**src/rtl/pipe_adder_if.sv**
```systemverilog
// Handshake and data bundle for pipe_adder.
// The i_SAT field exists only when PIPE_ADDER_SAT_EN is defined.
interface pipe_adder_if #(
  parameter int p_WIDTH = 32
);
  logic               i_VALID;
  logic               o_READY;
  logic [p_WIDTH-1:0] i_DIN0;
  logic [p_WIDTH-1:0] i_DIN1;
  logic               i_CIN;
  logic               i_SUB;
`ifdef PIPE_ADDER_SAT_EN
  logic               i_SAT;
`endif
  logic               o_VALID;
  logic               i_READY;
  logic [p_WIDTH-1:0] o_DOUT;
  logic               o_CARRY;
  logic               o_OVERFLOW;
  logic               o_ZERO;

  // slave is the adder itself; master is whoever issues operations and takes results
  modport slave (
`ifdef PIPE_ADDER_SAT_EN
    input  i_SAT,
`endif
    input  i_VALID, i_DIN0, i_DIN1, i_CIN, i_SUB, i_READY,
    output o_READY, o_VALID, o_DOUT, o_CARRY, o_OVERFLOW, o_ZERO
  );

  modport master (
`ifdef PIPE_ADDER_SAT_EN
    output i_SAT,
`endif
    output i_VALID, i_DIN0, i_DIN1, i_CIN, i_SUB, i_READY,
    input  o_READY, o_VALID, o_DOUT, o_CARRY, o_OVERFLOW, o_ZERO
  );
endinterface

```
**src/rtl/pipe_adder.sv**
```systemverilog
// Pipelined add/subtract with chunked carry chain, valid/ready on both sides, carry/overflow/zero flags.
// Optional saturation is enabled by defining PIPE_ADDER_SAT_EN.
module pipe_adder #(
  parameter int p_WIDTH = 32,
  parameter int p_CHUNK = 8
) (
  input  logic        i_CLK,
  input  logic        i_RST_N,
  pipe_adder_if.slave bus
);
  localparam int N = p_WIDTH / p_CHUNK;

  logic               en;
  logic [p_WIDTH-1:0] raw_sum;
  logic               raw_carry;
  logic               raw_overflow;
  logic               last_valid;
`ifdef PIPE_ADDER_SAT_EN
  logic               last_sat;
  logic               last_sub;
`endif
  logic [p_WIDTH-1:0] dout_next;
  logic               zero_next;

  logic               valid_reg;
  logic [p_WIDTH-1:0] dout_reg;
  logic               carry_reg;
  logic               overflow_reg;
  logic               zero_reg;

  // One enable freezes the whole pipe, so bubbles keep their slots and order is preserved.
  assign en          = !valid_reg || bus.i_READY;
  assign bus.o_READY = en;

  // Stage gi sees the not-yet-added operand chunks (gi..N-1) right-aligned in a_up/b_up,
  // so its own chunk is always the low p_CHUNK bits; finished chunks accumulate in res.
  genvar gi;
  generate
    for (gi = 0; gi < N; gi++) begin : g_stage
      localparam int UP = p_WIDTH - gi * p_CHUNK;

      logic [UP-1:0]              a_up;
      logic [UP-1:0]              b_up;
      logic                       carry_up;
      logic                       valid_up;
      logic [p_CHUNK:0]           sum;
      logic [(gi+1)*p_CHUNK-1:0]  res;
`ifdef PIPE_ADDER_SAT_EN
      logic                       sat_up;
      logic                       sub_up;
`endif

      if (gi == 0) begin : g_first
        assign a_up     = bus.i_DIN0;
        assign b_up     = bus.i_SUB ? ~bus.i_DIN1 : bus.i_DIN1;
        assign carry_up = bus.i_SUB | bus.i_CIN;
        assign valid_up = bus.i_VALID;
        assign res      = sum[p_CHUNK-1:0];
`ifdef PIPE_ADDER_SAT_EN
        assign sat_up   = bus.i_SAT;
        assign sub_up   = bus.i_SUB;
`endif
      end else begin : g_next
        assign a_up     = g_stage[gi-1].g_reg.a_reg;
        assign b_up     = g_stage[gi-1].g_reg.b_reg;
        assign carry_up = g_stage[gi-1].g_reg.stage_carry_reg;
        assign valid_up = g_stage[gi-1].g_reg.stage_valid_reg;
        assign res      = {sum[p_CHUNK-1:0], g_stage[gi-1].g_reg.res_reg};
`ifdef PIPE_ADDER_SAT_EN
        assign sat_up   = g_stage[gi-1].g_reg.stage_sat_reg;
        assign sub_up   = g_stage[gi-1].g_reg.stage_sub_reg;
`endif
      end

      assign sum = {1'b0, a_up[p_CHUNK-1:0]} + {1'b0, b_up[p_CHUNK-1:0]}
                 + {{p_CHUNK{1'b0}}, carry_up};

      if (gi < N - 1) begin : g_reg
        logic [UP-p_CHUNK-1:0]     a_reg;
        logic [UP-p_CHUNK-1:0]     b_reg;
        logic [(gi+1)*p_CHUNK-1:0] res_reg;
        logic                      stage_carry_reg;
        logic                      stage_valid_reg;
`ifdef PIPE_ADDER_SAT_EN
        logic                      stage_sat_reg;
        logic                      stage_sub_reg;
`endif

        always_ff @(posedge i_CLK or negedge i_RST_N) begin
          if (!i_RST_N) begin
            a_reg           <= '0;
            b_reg           <= '0;
            res_reg         <= '0;
            stage_carry_reg <= 1'b0;
            stage_valid_reg <= 1'b0;
`ifdef PIPE_ADDER_SAT_EN
            stage_sat_reg   <= 1'b0;
            stage_sub_reg   <= 1'b0;
`endif
          end else if (en) begin
            a_reg           <= a_up[UP-1:p_CHUNK];
            b_reg           <= b_up[UP-1:p_CHUNK];
            res_reg         <= res;
            stage_carry_reg <= sum[p_CHUNK];
            stage_valid_reg <= valid_up;
`ifdef PIPE_ADDER_SAT_EN
            stage_sat_reg   <= sat_up;
            stage_sub_reg   <= sub_up;
`endif
          end
        end
      end else begin : g_last
        assign raw_sum      = res;
        assign raw_carry    = sum[p_CHUNK];
        // Same-sign operands giving an opposite-sign result == carry-in(MSB) ^ carry-out(MSB).
        assign raw_overflow = (a_up[p_CHUNK-1] == b_up[p_CHUNK-1]) &&
                              (sum[p_CHUNK-1] != a_up[p_CHUNK-1]);
        assign last_valid   = valid_up;
`ifdef PIPE_ADDER_SAT_EN
        assign last_sat     = sat_up;
        assign last_sub     = sub_up;
`endif
      end
    end
  endgenerate

  always_comb begin
    dout_next = raw_sum;
`ifdef PIPE_ADDER_SAT_EN
    if (last_sat && !last_sub && raw_carry) begin
      dout_next = '1;
    end else if (last_sat && last_sub && !raw_carry) begin
      dout_next = '0;
    end
`endif
  end

  assign zero_next = (dout_next == '0);

  always_ff @(posedge i_CLK or negedge i_RST_N) begin
    if (!i_RST_N) begin
      valid_reg    <= 1'b0;
      dout_reg     <= '0;
      carry_reg    <= 1'b0;
      overflow_reg <= 1'b0;
      zero_reg     <= 1'b0;
    end else if (en) begin
      valid_reg    <= last_valid;
      dout_reg     <= dout_next;
      carry_reg    <= raw_carry;
      overflow_reg <= raw_overflow;
      zero_reg     <= zero_next;
    end
  end

  assign bus.o_VALID    = valid_reg;
  assign bus.o_DOUT     = dout_reg;
  assign bus.o_CARRY    = carry_reg;
  assign bus.o_OVERFLOW = overflow_reg;
  assign bus.o_ZERO     = zero_reg;
endmodule

```
**src/flat_wrapper.sv**
```systemverilog
// flat-port wrapper written by rule: the top's interface ports become plain ports
module pipe_adder_flat 
#(
  parameter int p_WIDTH = 32,
  parameter int p_CHUNK = 8
)
  (i_CLK, i_RST_N, bus_i_VALID, bus_i_DIN0, bus_i_DIN1, bus_i_CIN, bus_i_SUB, bus_i_READY, bus_o_READY, bus_o_VALID, bus_o_DOUT, bus_o_CARRY, bus_o_OVERFLOW, bus_o_ZERO);
  pipe_adder_if #(.p_WIDTH(p_WIDTH)) bus_i ();
  input  logic i_CLK;
  input  logic i_RST_N;
  input wire logic [$bits(bus_i.i_VALID)-1:0] bus_i_VALID;
  input wire logic [$bits(bus_i.i_DIN0)-1:0] bus_i_DIN0;
  input wire logic [$bits(bus_i.i_DIN1)-1:0] bus_i_DIN1;
  input wire logic [$bits(bus_i.i_CIN)-1:0] bus_i_CIN;
  input wire logic [$bits(bus_i.i_SUB)-1:0] bus_i_SUB;
  input wire logic [$bits(bus_i.i_READY)-1:0] bus_i_READY;
  output wire logic [$bits(bus_i.o_READY)-1:0] bus_o_READY;
  output wire logic [$bits(bus_i.o_VALID)-1:0] bus_o_VALID;
  output wire logic [$bits(bus_i.o_DOUT)-1:0] bus_o_DOUT;
  output wire logic [$bits(bus_i.o_CARRY)-1:0] bus_o_CARRY;
  output wire logic [$bits(bus_i.o_OVERFLOW)-1:0] bus_o_OVERFLOW;
  output wire logic [$bits(bus_i.o_ZERO)-1:0] bus_o_ZERO;
  assign bus_i.i_VALID = bus_i_VALID;
  assign bus_i.i_DIN0 = bus_i_DIN0;
  assign bus_i.i_DIN1 = bus_i_DIN1;
  assign bus_i.i_CIN = bus_i_CIN;
  assign bus_i.i_SUB = bus_i_SUB;
  assign bus_i.i_READY = bus_i_READY;
  assign bus_o_READY = bus_i.o_READY;
  assign bus_o_VALID = bus_i.o_VALID;
  assign bus_o_DOUT = bus_i.o_DOUT;
  assign bus_o_CARRY = bus_i.o_CARRY;
  assign bus_o_OVERFLOW = bus_i.o_OVERFLOW;
  assign bus_o_ZERO = bus_i.o_ZERO;
  pipe_adder #(.p_WIDTH(p_WIDTH), .p_CHUNK(p_CHUNK)) u_core (.i_CLK(i_CLK), .i_RST_N(i_RST_N), .bus(bus_i));
endmodule
```
**config.mk**
```make
export PLATFORM = sky130hd
export DESIGN_NAME = pipe_adder_flat
export DESIGN_NICKNAME = d
export VERILOG_FILES = /design/src/rtl/pipe_adder_if.sv /design/src/rtl/pipe_adder.sv /design/src/flat_wrapper.sv
export SDC_FILE = /design/constraint.sdc
export NUM_CORES = 1
export LEC_CHECK = 0
export BUFFER_PORTS_ARGS = -buffer_cell sky130_fd_sc_hd__buf_2
export CAP_MARGIN = 25
export CORE_MARGIN = 5
export CORE_UTILIZATION = 62
export CTS_CLUSTER_SIZE = 12
export DETAILED_ROUTE_END_ITERATION = 16
export GPL_ROUTABILITY_DRIVEN = 0
export GPL_TIMING_DRIVEN = 1
export PLACE_DENSITY = 0.85
export REMOVE_ABC_BUFFERS = 1
export SETUP_SLACK_MARGIN = 0.05
export SYNTH_ARGS = -nofsm -noshare
export SYNTH_HDL_FRONTEND = slang
export SYNTH_SLANG_ARGS = --single-unit
```
**constraint.sdc**
```tcl
create_clock -name i_CLK -period 6.7 [get_ports i_CLK]
set_clock_uncertainty 0.05 [all_clocks]
set_input_delay 0.67 -clock i_CLK [delete_from_list [all_inputs] [get_ports i_CLK]]
set_output_delay 0.67 -clock i_CLK [all_outputs]
set_load 0.05 [all_outputs]
```
; ---- After elaboration in Yosys (flattened, before gate mapping)
; Cells that the tools add are included.
[word_totals]
wordCells = 37
register_bits = 186
output_inout_bits = 37
inputBits = 70
[op_classes]
addsub = 8
n_eq_ne = 2
n_mux = 1
n_bitwise = 2
n_reduce_logical = 4
[op_table]
columns = cell, n
row1 = $add A8 B8 Y9, 4
row2 = $add A9 B1 Y9, 4
row3 = $logic_not A32 Y1, 1
row4 = $mux W32, 1
row5 = $not A32 Y32, 1
row6 = $eq A1 B1 Y1, 1
row7 = $logic_and A1 B1 Y1, 1
row8 = $logic_not A1 Y1, 1
row9 = $logic_or A1 B1 Y1, 1
row10 = $ne A1 B1 Y1, 1
row11 = $or A1 B1 Y1, 1

; ---- Logic depth before layout (Yosys ltp)
; Gate-level depths: netlist of run 1.
[depth]
word_depth = 4
ltp_mapped = 11
depth_no_buf = 10

; ---- Worst setup path after synthesis of run 1
; OpenSTA, ideal clock, no wires.
[synth_path]
kind = input port to flip-flop
startpoint = input port bus_i_SUB
endpoint = register u_core.g_stage[0].g_reg.stage_carry_reg
arrival_ns = 3.008
n_path_buf = 2
stages = 11
setup_time_ns = 0.138
path_slack_ns = 3.504
t_required_ns = 6.512
cell_sequence = clkbuf_1 -> buf_2 -> or2_2 -> fa_1 -> fa_1 -> a21o_1 -> a21oi_1 -> o21ai_0 -> and3b_1 -> o21ai_0 -> a31oi_1
[synth_via]
elab_chain_len = 3
word_cells_on_any_way = 4
classes_between = 2 x add/sub / 1 x mux / 1 x bitwise
[synth_lines]
columns = element, line
row1 = from (decl), flat_wrapper.sv:15  ; input wire logic [$bits(bus_i.i_SUB)-1:0] bus_i_SUB;
row2 = $mux W32, pipe_adder.sv:55  ; assign b_up = bus.i_SUB ? ~bus.i_DIN1 : bus.i_DIN1;
row3 = $add A8 B8 Y9, pipe_adder.sv:75  ; assign sum = {1'b0, a_up[p_CHUNK-1:0]} + {1'b0, b_up[p_CHUNK-1:0]}
row4 = $add A9 B1 Y9 *, pipe_adder.sv:76  ; + {{p_CHUNK{1'b0}}, carry_up};
row5 = to (signal assigned), pipe_adder.sv:104  ; stage_carry_reg <= sum[p_CHUNK];
row6 = to (decl), pipe_adder.sv:82  ; logic stage_carry_reg;
; Every way passes the cells marked *; elsewhere a longest branch is shown, timed or not.
; A chain may end at the register's enable or synchronous reset.

; ---- Final worst setup path of run 1
[layout_path]
startpoint = register u_core.valid_reg, in the netlist u_core.bus.o_VALID
endpoint = output port bus_o_READY
[layout_via]
elab_chain_len = 2
[layout_lines]
columns = element, line
row1 = from (decl), pipe_adder.sv:25  ; logic valid_reg;
row2 = from (signal assigned), pipe_adder.sv:148  ; valid_reg <= last_valid;
row3 = $logic_not A1 Y1, pipe_adder.sv:32  ; assign en = !valid_reg || bus.i_READY;
row4 = $logic_or A1 B1 Y1, pipe_adder.sv:32
row5 = to (decl), flat_wrapper.sv:17  ; output wire logic [$bits(bus_i.o_READY)-1:0] bus_o_READY;
; Every way passes these cells.

==> results.cfg, run 1 <==
[synthesis]
syn-cell-area_um2 = 8400
ys_ff_latch = 186
synth_edf_count = 0
yosysMostFrequentCell = nand2_1
async_flop_share_pct = 100
ys.flop_type = dfrtp_1
synth_top_area_cell = dfrtp_1
synth-seq-area-share_pct = 55.4
synth_top_area_share_pct = 55.4
ys_types = 36
yosysWarnings = 0
synthTopCellsByArea = dfrtp_1, nand2_1, ha_1, xnor2_1, o21ai_0
synth_commonest_cells = nand2_1, dfrtp_1, o21ai_0, xnor2_1
syn_avg_cell_area_um2 = 9.06
syn_inst = 927

[power_and_ir_drop]
p_per_area_nw_per_um2 = 503
power.share.combinational_pct = 41.7
clock_power_share_pct = 18.1
power_mw = 4.79
p_int_mw = 2.81
leakage_nw = 4.94
p_seq_share_pct = 40.3
ir_worst_vdd_uv = 238
swShare_pct = 41.4
power_switching_mw = 1.98

[floorplan]
coreArea_um2 = 13200
die_h_um = 126
start_util_pct = 63.5
die_x_um = 126
die-area_um2 = 16000
fp-row-count = 42
io_pins = 107

[placement]
portBuffers = 106
pre_cts_slack_ps = 3230
place_area_um2 = 9030
hpwl_um = 10400

[clock_tree]
cts.sinks = 186
postCtsSetupBuffers = 0
cts_resized = 0
clk_pin_slew_worst_paths_ps = 60
worstSkewPairLatency_ps = 430
cts_hold_buf = 0
cts_buffer_depth = 2
numCtsBuffers = 17
cts-root-buf = clkbuf_16
cts_tree = done
htreeDepth = 4

[drt]
ant_nets = 0
drt_iter0_drc = 536
wirelength_um = 15900
wl_per_cell_um = 13.3
drc_errors = 0
num_vias = 6165
firstDrtPassIters = 5
avgViaCountPerCell = 5.15

[worst_setup_path]
worstSetupEndpointType = output pin
reg2reg_depth = 8
cp_slowest_cell = buf_12
rr_endpoint = u_core.bus.o_ZERO
critPathArrivalTime_ps = 2420
r2r_setup_slack_ps = 3990
worstPathCellList = nor2b_4, buf_12, inv_4, buf_2
path_buf_inv = 3
max_stage_delay_ps = 550
rr_startpoint = u_core.g_stage[2].g_reg.stage_carry_reg
required_ps = 5980
path_class = reg -> out
worstSetupStartpointType = register
crit_fanout = 212
critPathTopFamily = buffers and inverters

[cells_and_area]
fin_nets = 1118
post-route-util_pct = 71.9
drive_gt1_share_pct = 13.8
n_fill_cell = 1015
n_antenna_cell = 0
design_area_um2 = 9530
area_growth_pct = 13.4

[worst_hold_path]
holdCritPathClass = in -> async

[grt]
grt_antenna_before_repair = 0
grt_pass1_wl_um = 28000
first_global_vias = 6161
overflow = 0
grt_max_degree = 213
grt.total_usage_pct = 21.6

[job]
cap_violations = 0

[timing]
fmax_ghz = 0.319
finalCriticalPeriod_ps = 3140
maxSlewViolCount = 0
period_share_pct = 46.8
rsz0062_at_grt = no
hold_viol = 0
relSlewSlack_pct = 39.3
tightest_slew_ps = 911
setup_viol_count_final = 0
worst_slack_ps = 3560

[status]
outcome = complete, no violations
per-layer routing:
metal | vias to the layer above | share of wire [%] | track usage [%]
met5 | - | 0 | 0
met4 | 0 | 1.8 | 7.89
met3 | 18 | 4.1 | 4.88
met2 | 112 | 51 | 36.0
met1 | 2924 | 43 | 28.0
li1 | 3111 | - | -
placed cells by master, fill, tap and decap left out, types with 5 or more instances in the layout:
cell / count
xor2_1: 12
clkbuf_1: 6
xnor2_1: 35
fa_1: 8
clkbuf_16: 17
o21a_1: 6
nor4_1: 6
o31ai_1: 10
nor3_1: 11
ha_1: 28
inv_1: 17
o21bai_1: 5
nand2_1: 431
buf_2: 105
dfrtp_1: 186
o21ai_0: 45
nor2_1: 30
a21oi_1: 16
cell type report:
class	count	area, um^2	area share, %
Sequential cell	186	4650	48.9
Multi-Input combinational cell	679	3510	36.8
Timing Repair Buffer	110	582	6.11
Clock buffer	25	475	4.99
Tap cell	176	220	2.31
Inverter	18	70.1	0.735
Clock inverter	4	20.0	0.210
per-stage QoR:
step / instances / setup TNS [ps] / hold slack, ps
CTS: 1198 / 0 / 330
detailed placement: 1169 / 0 / 401
global placement: 1169 / 0 / 390
floorplan: 883 / -884880 / 324
finish: 1198 / 0 / 283
global route: 1198 / 0 / 361
worst register-to-register path, delay by kind of cell (launching register included):
family / cells / cell delay (ps)
xor+xnor: 1 / 190
simple gates: 1 / 70
compound gates: 4 / 970
flops: 1 / 430
fa+ha+maj: 2 / 900
worst max path at each step:
stage | startpoint | endpoint | slack [ps] | cells past startpoint
after CTS | u_core.bus.o_VALID | bus_o_READY | 3480 | 4
final | u_core.bus.o_VALID | bus_o_READY | 3560 | 4
after detailed placement | bus_i_SUB | u_core.g_stage[0].g_reg.stage_carry_reg | 3230 | 11
after global placement | bus_i_SUB | u_core.g_stage[0].g_reg.stage_carry_reg | 3320 | 11
after global routing | u_core.bus.o_VALID | bus_o_READY | 3320 | 4
after floorplan | bus_i_READY | u_core.g_stage[0].g_reg.a_reg[0] | -5780 | 3
power by group through the flow:
stage | sequential, mW | clock (mW) | combinational [mW]
finish | 1.93 | 0.865 | 2.00
global route | 2.00 | 0.930 | 2.27
CTS | 1.93 | 0.884 | 2.02
detailed placement | 1.94 | 0 | 2.00
global placement | 1.92 | 0 | 1.93
floorplan | 2.23 | 0 | 1.27
kinds of logic (layout without fill, tap and decap cells):
logic type	Yosys count	count (layout)	synth area share (%)
buffers and inverters	62	157	2.98
adders and majority gates	36	36	6.08
xor gates and xnor gates	48	48	5.09
AOI/OAI and AO/OA	103	103	7.58
DFF	186	186	55.4
and+or+nand+nor	492	492	22.9
Power figures use the tool's default switching activity.
==> run 2: changes to the inputs <==
--- a/config.mk
+++ b/config.mk
@@ -8,12 +8,12 @@
 export BUFFER_PORTS_ARGS = -buffer_cell sky130_fd_sc_hd__buf_2
 export CAP_MARGIN = 25
 export CORE_MARGIN = 5
-export CORE_UTILIZATION = 62
+export CORE_UTILIZATION = 58
 export CTS_CLUSTER_SIZE = 12
 export DETAILED_ROUTE_END_ITERATION = 16
 export GPL_ROUTABILITY_DRIVEN = 0
 export GPL_TIMING_DRIVEN = 1
-export PLACE_DENSITY = 0.85
+export PLACE_DENSITY = 0.8
 export REMOVE_ABC_BUFFERS = 1
 export SETUP_SLACK_MARGIN = 0.05
 export SYNTH_ARGS = -nofsm -noshare
==> constraint.sdc (replaced) <==
create_clock -name i_CLK -period 3.1 [get_ports i_CLK]
set_clock_uncertainty 0.05 [all_clocks]
set_input_delay 0.31 -clock i_CLK [delete_from_list [all_inputs] [get_ports i_CLK]]
set_output_delay 0.31 -clock i_CLK [all_outputs]
set_load 0.05 [all_outputs]
==> results.cfg, run 2 (synthesized netlist as in run 1, its figures left out) <==
[worst_setup_path]
path_class = reg -> reg
rr_endpoint = u_core.bus.o_ZERO
worstSetupEndpointType = register
required_ps = 3350
r2r_setup_slack_ps = 460
rr_startpoint = u_core.g_stage[2].g_reg.stage_carry_reg
cp-startpoint = u_core.g_stage[2].g_reg.stage_carry_reg
worstSetupStartpointType = register
reg2reg_depth = 8
crit_fanout = 2
critPathArrivalTime_ps = 2890

[grt]
grt_max_degree = 104
grt_pass1_wl_um = 28200
first_global_vias = 6099
overflow = 0
grt.total_usage_pct = 20.9
grt_antenna_before_repair = 0

[cells_and_area]
n_antenna_cell = 0
post-route-util_pct = 67.9
layout_common_cells = nand2_1, dfrtp_1, buf_2
final_common_cell = nand2_1
fin_nets = 1126
area_growth_pct = 16.2
drive_gt1_share_pct = 15.2
n_fill_cell = 1184
final-seq-area_um2 = 4650
multi_input_area_um2 = 3510

[clock_tree]
postCtsSetupBuffers = 0
cts-root-buf = clkbuf_16
cts_tree = done
numCtsBuffers = 17
cts_buffer_depth = 2
cts.sinks = 186
clk_pin_slew_worst_paths_ps = 60
worstSkewPairLatency_ps = 420
cts_resized = 0
htreeDepth = 4

[worst_hold_path]
holdCritPathClass = in -> reg
min-delay-start = bus_i_DIN0[13]
min_to = u_core.g_stage[0].g_reg.a_reg[5]
whs_path_depth = 3

[timing]
tightest_slew_ps = 935
hold_viol = 0
setup_viol_count_final = 0
rsz0062_at_grt = no
finalCriticalPeriod_ps = 2640
relSlewSlack_pct = 37.7
maxSlewViolCount = 0
fmax_ghz = 0.379
hold-worst-slack_ps = 33.3
period_share_pct = 85.0

[drt]
drt_iter0_drc = 396
num_vias = 6224
ant_nets = 0
avgViaCountPerCell = 5.11
wl_per_cell_um = 13.4
firstDrtPassIters = 4
wirelength_um = 16300
drc_errors = 0

[floorplan]
start_util_pct = 58.5
die_h_um = 130
fp-row-count = 44
io_pins = 107
coreArea_um2 = 14400
die-area_um2 = 17000
die_x_um = 130

[placement]
portBuffers = 106
hpwl_um = 11200

[job]
cap_violations = 0

[power_and_ir_drop]
swShare_pct = 40.2
p_seq_share_pct = 38.4
leakage_nw = 5.06
ir_worst_vdd_uv = 564
clock_power_share_pct = 21.3
p_per_area_nw_per_um2 = 1110
power.share.combinational_pct = 40.2
p_int_mw = 6.48
power_switching_mw = 4.36

[status]
outcome = complete, no violations
-- run 2: layout make-up --
class | instances | share of cell area, %
Clock buffer | 21 | 4.92
Clock inverter | 11 | 1.69
Inverter | 18 | 0.718
Multi-Input combinational cell | 679 | 35.9
Sequential cell | 186 | 47.7
Tap cell | 184 | 2.36
Timing Repair Buffer | 118 | 6.73
-- run 2: how the worst max path moves through the flow --
| stage | endpoint | slack, ps | depth (start not counted) |
|---|---|---|---|
| detailed placement | u_core.g_stage[0].g_reg.stage_carry_reg | 300 | 10 |
| global placement | u_core.g_stage[0].g_reg.stage_carry_reg | 350 | 10 |
| global route | u_core.bus.o_ZERO | 280 | 8 |
| CTS | u_core.bus.o_ZERO | 460 | 8 |
| finish | u_core.bus.o_ZERO | 460 | 8 |
| floorplan | u_core.g_stage[0].g_reg.a_reg[0] | -9340 | 3 |
-- run 2: power groups by stage --
| stage | Clock [mW] | Sequential (mW) | Combinational, mW |
|---|---|---|---|
| after global routing | 2.47 | 4.30 | 4.95 |
| after CTS | 2.35 | 4.17 | 4.43 |
| after floorplan | 0 | 4.82 | 2.74 |
| after detailed placement | 0 | 4.20 | 4.37 |
| after global placement | 0 | 4.14 | 4.24 |
| final | 2.31 | 4.17 | 4.36 |
-- run 2: layer usage --
layer  wire, um  track usage, %  vias to the layer above
met5          0               0                        -
met4        335            7.38                        0
met2       8320            34.9                      107
met1       7000            26.9                     2956
met3        668            5.08                       27
li1           -               -                     3134
-- run 2: metrics by stage --
step / area, um^2 / power (mW) / setup WS (ps) / setup TNS (ps) / std cells
finish: 9760 / 10.8 / 464 / 0 / 1217
global route: 9760 / 11.7 / 283 / 0 / 1217
CTS: 9760 / 11.0 / 463 / 0 / 1217
detailed placement: 9110 / 8.57 / 303 / 0 / 1184
global placement: 9110 / 8.38 / 352 / 0 / 1184
floorplan: 8220 / 7.56 / -9340 / -1551580 / 883
-- run 2: repair_timing --
action | 4_1_cts | 5_1_grt
hold buffers | 1 | 0
hold endpoints to repair | 96 | 0
setup endpoints to repair | 0 | 0
-- run 2: worst max-delay path, cell delays in order, from the launching register on --
cell	delay, ps
dfrtp_1	410
fa_1	490
fa_1	420
a211oi_1	290
o21bai_1	120
a21oi_1	230
xnor2_1	180
nor2_1	80
a32o_1	250
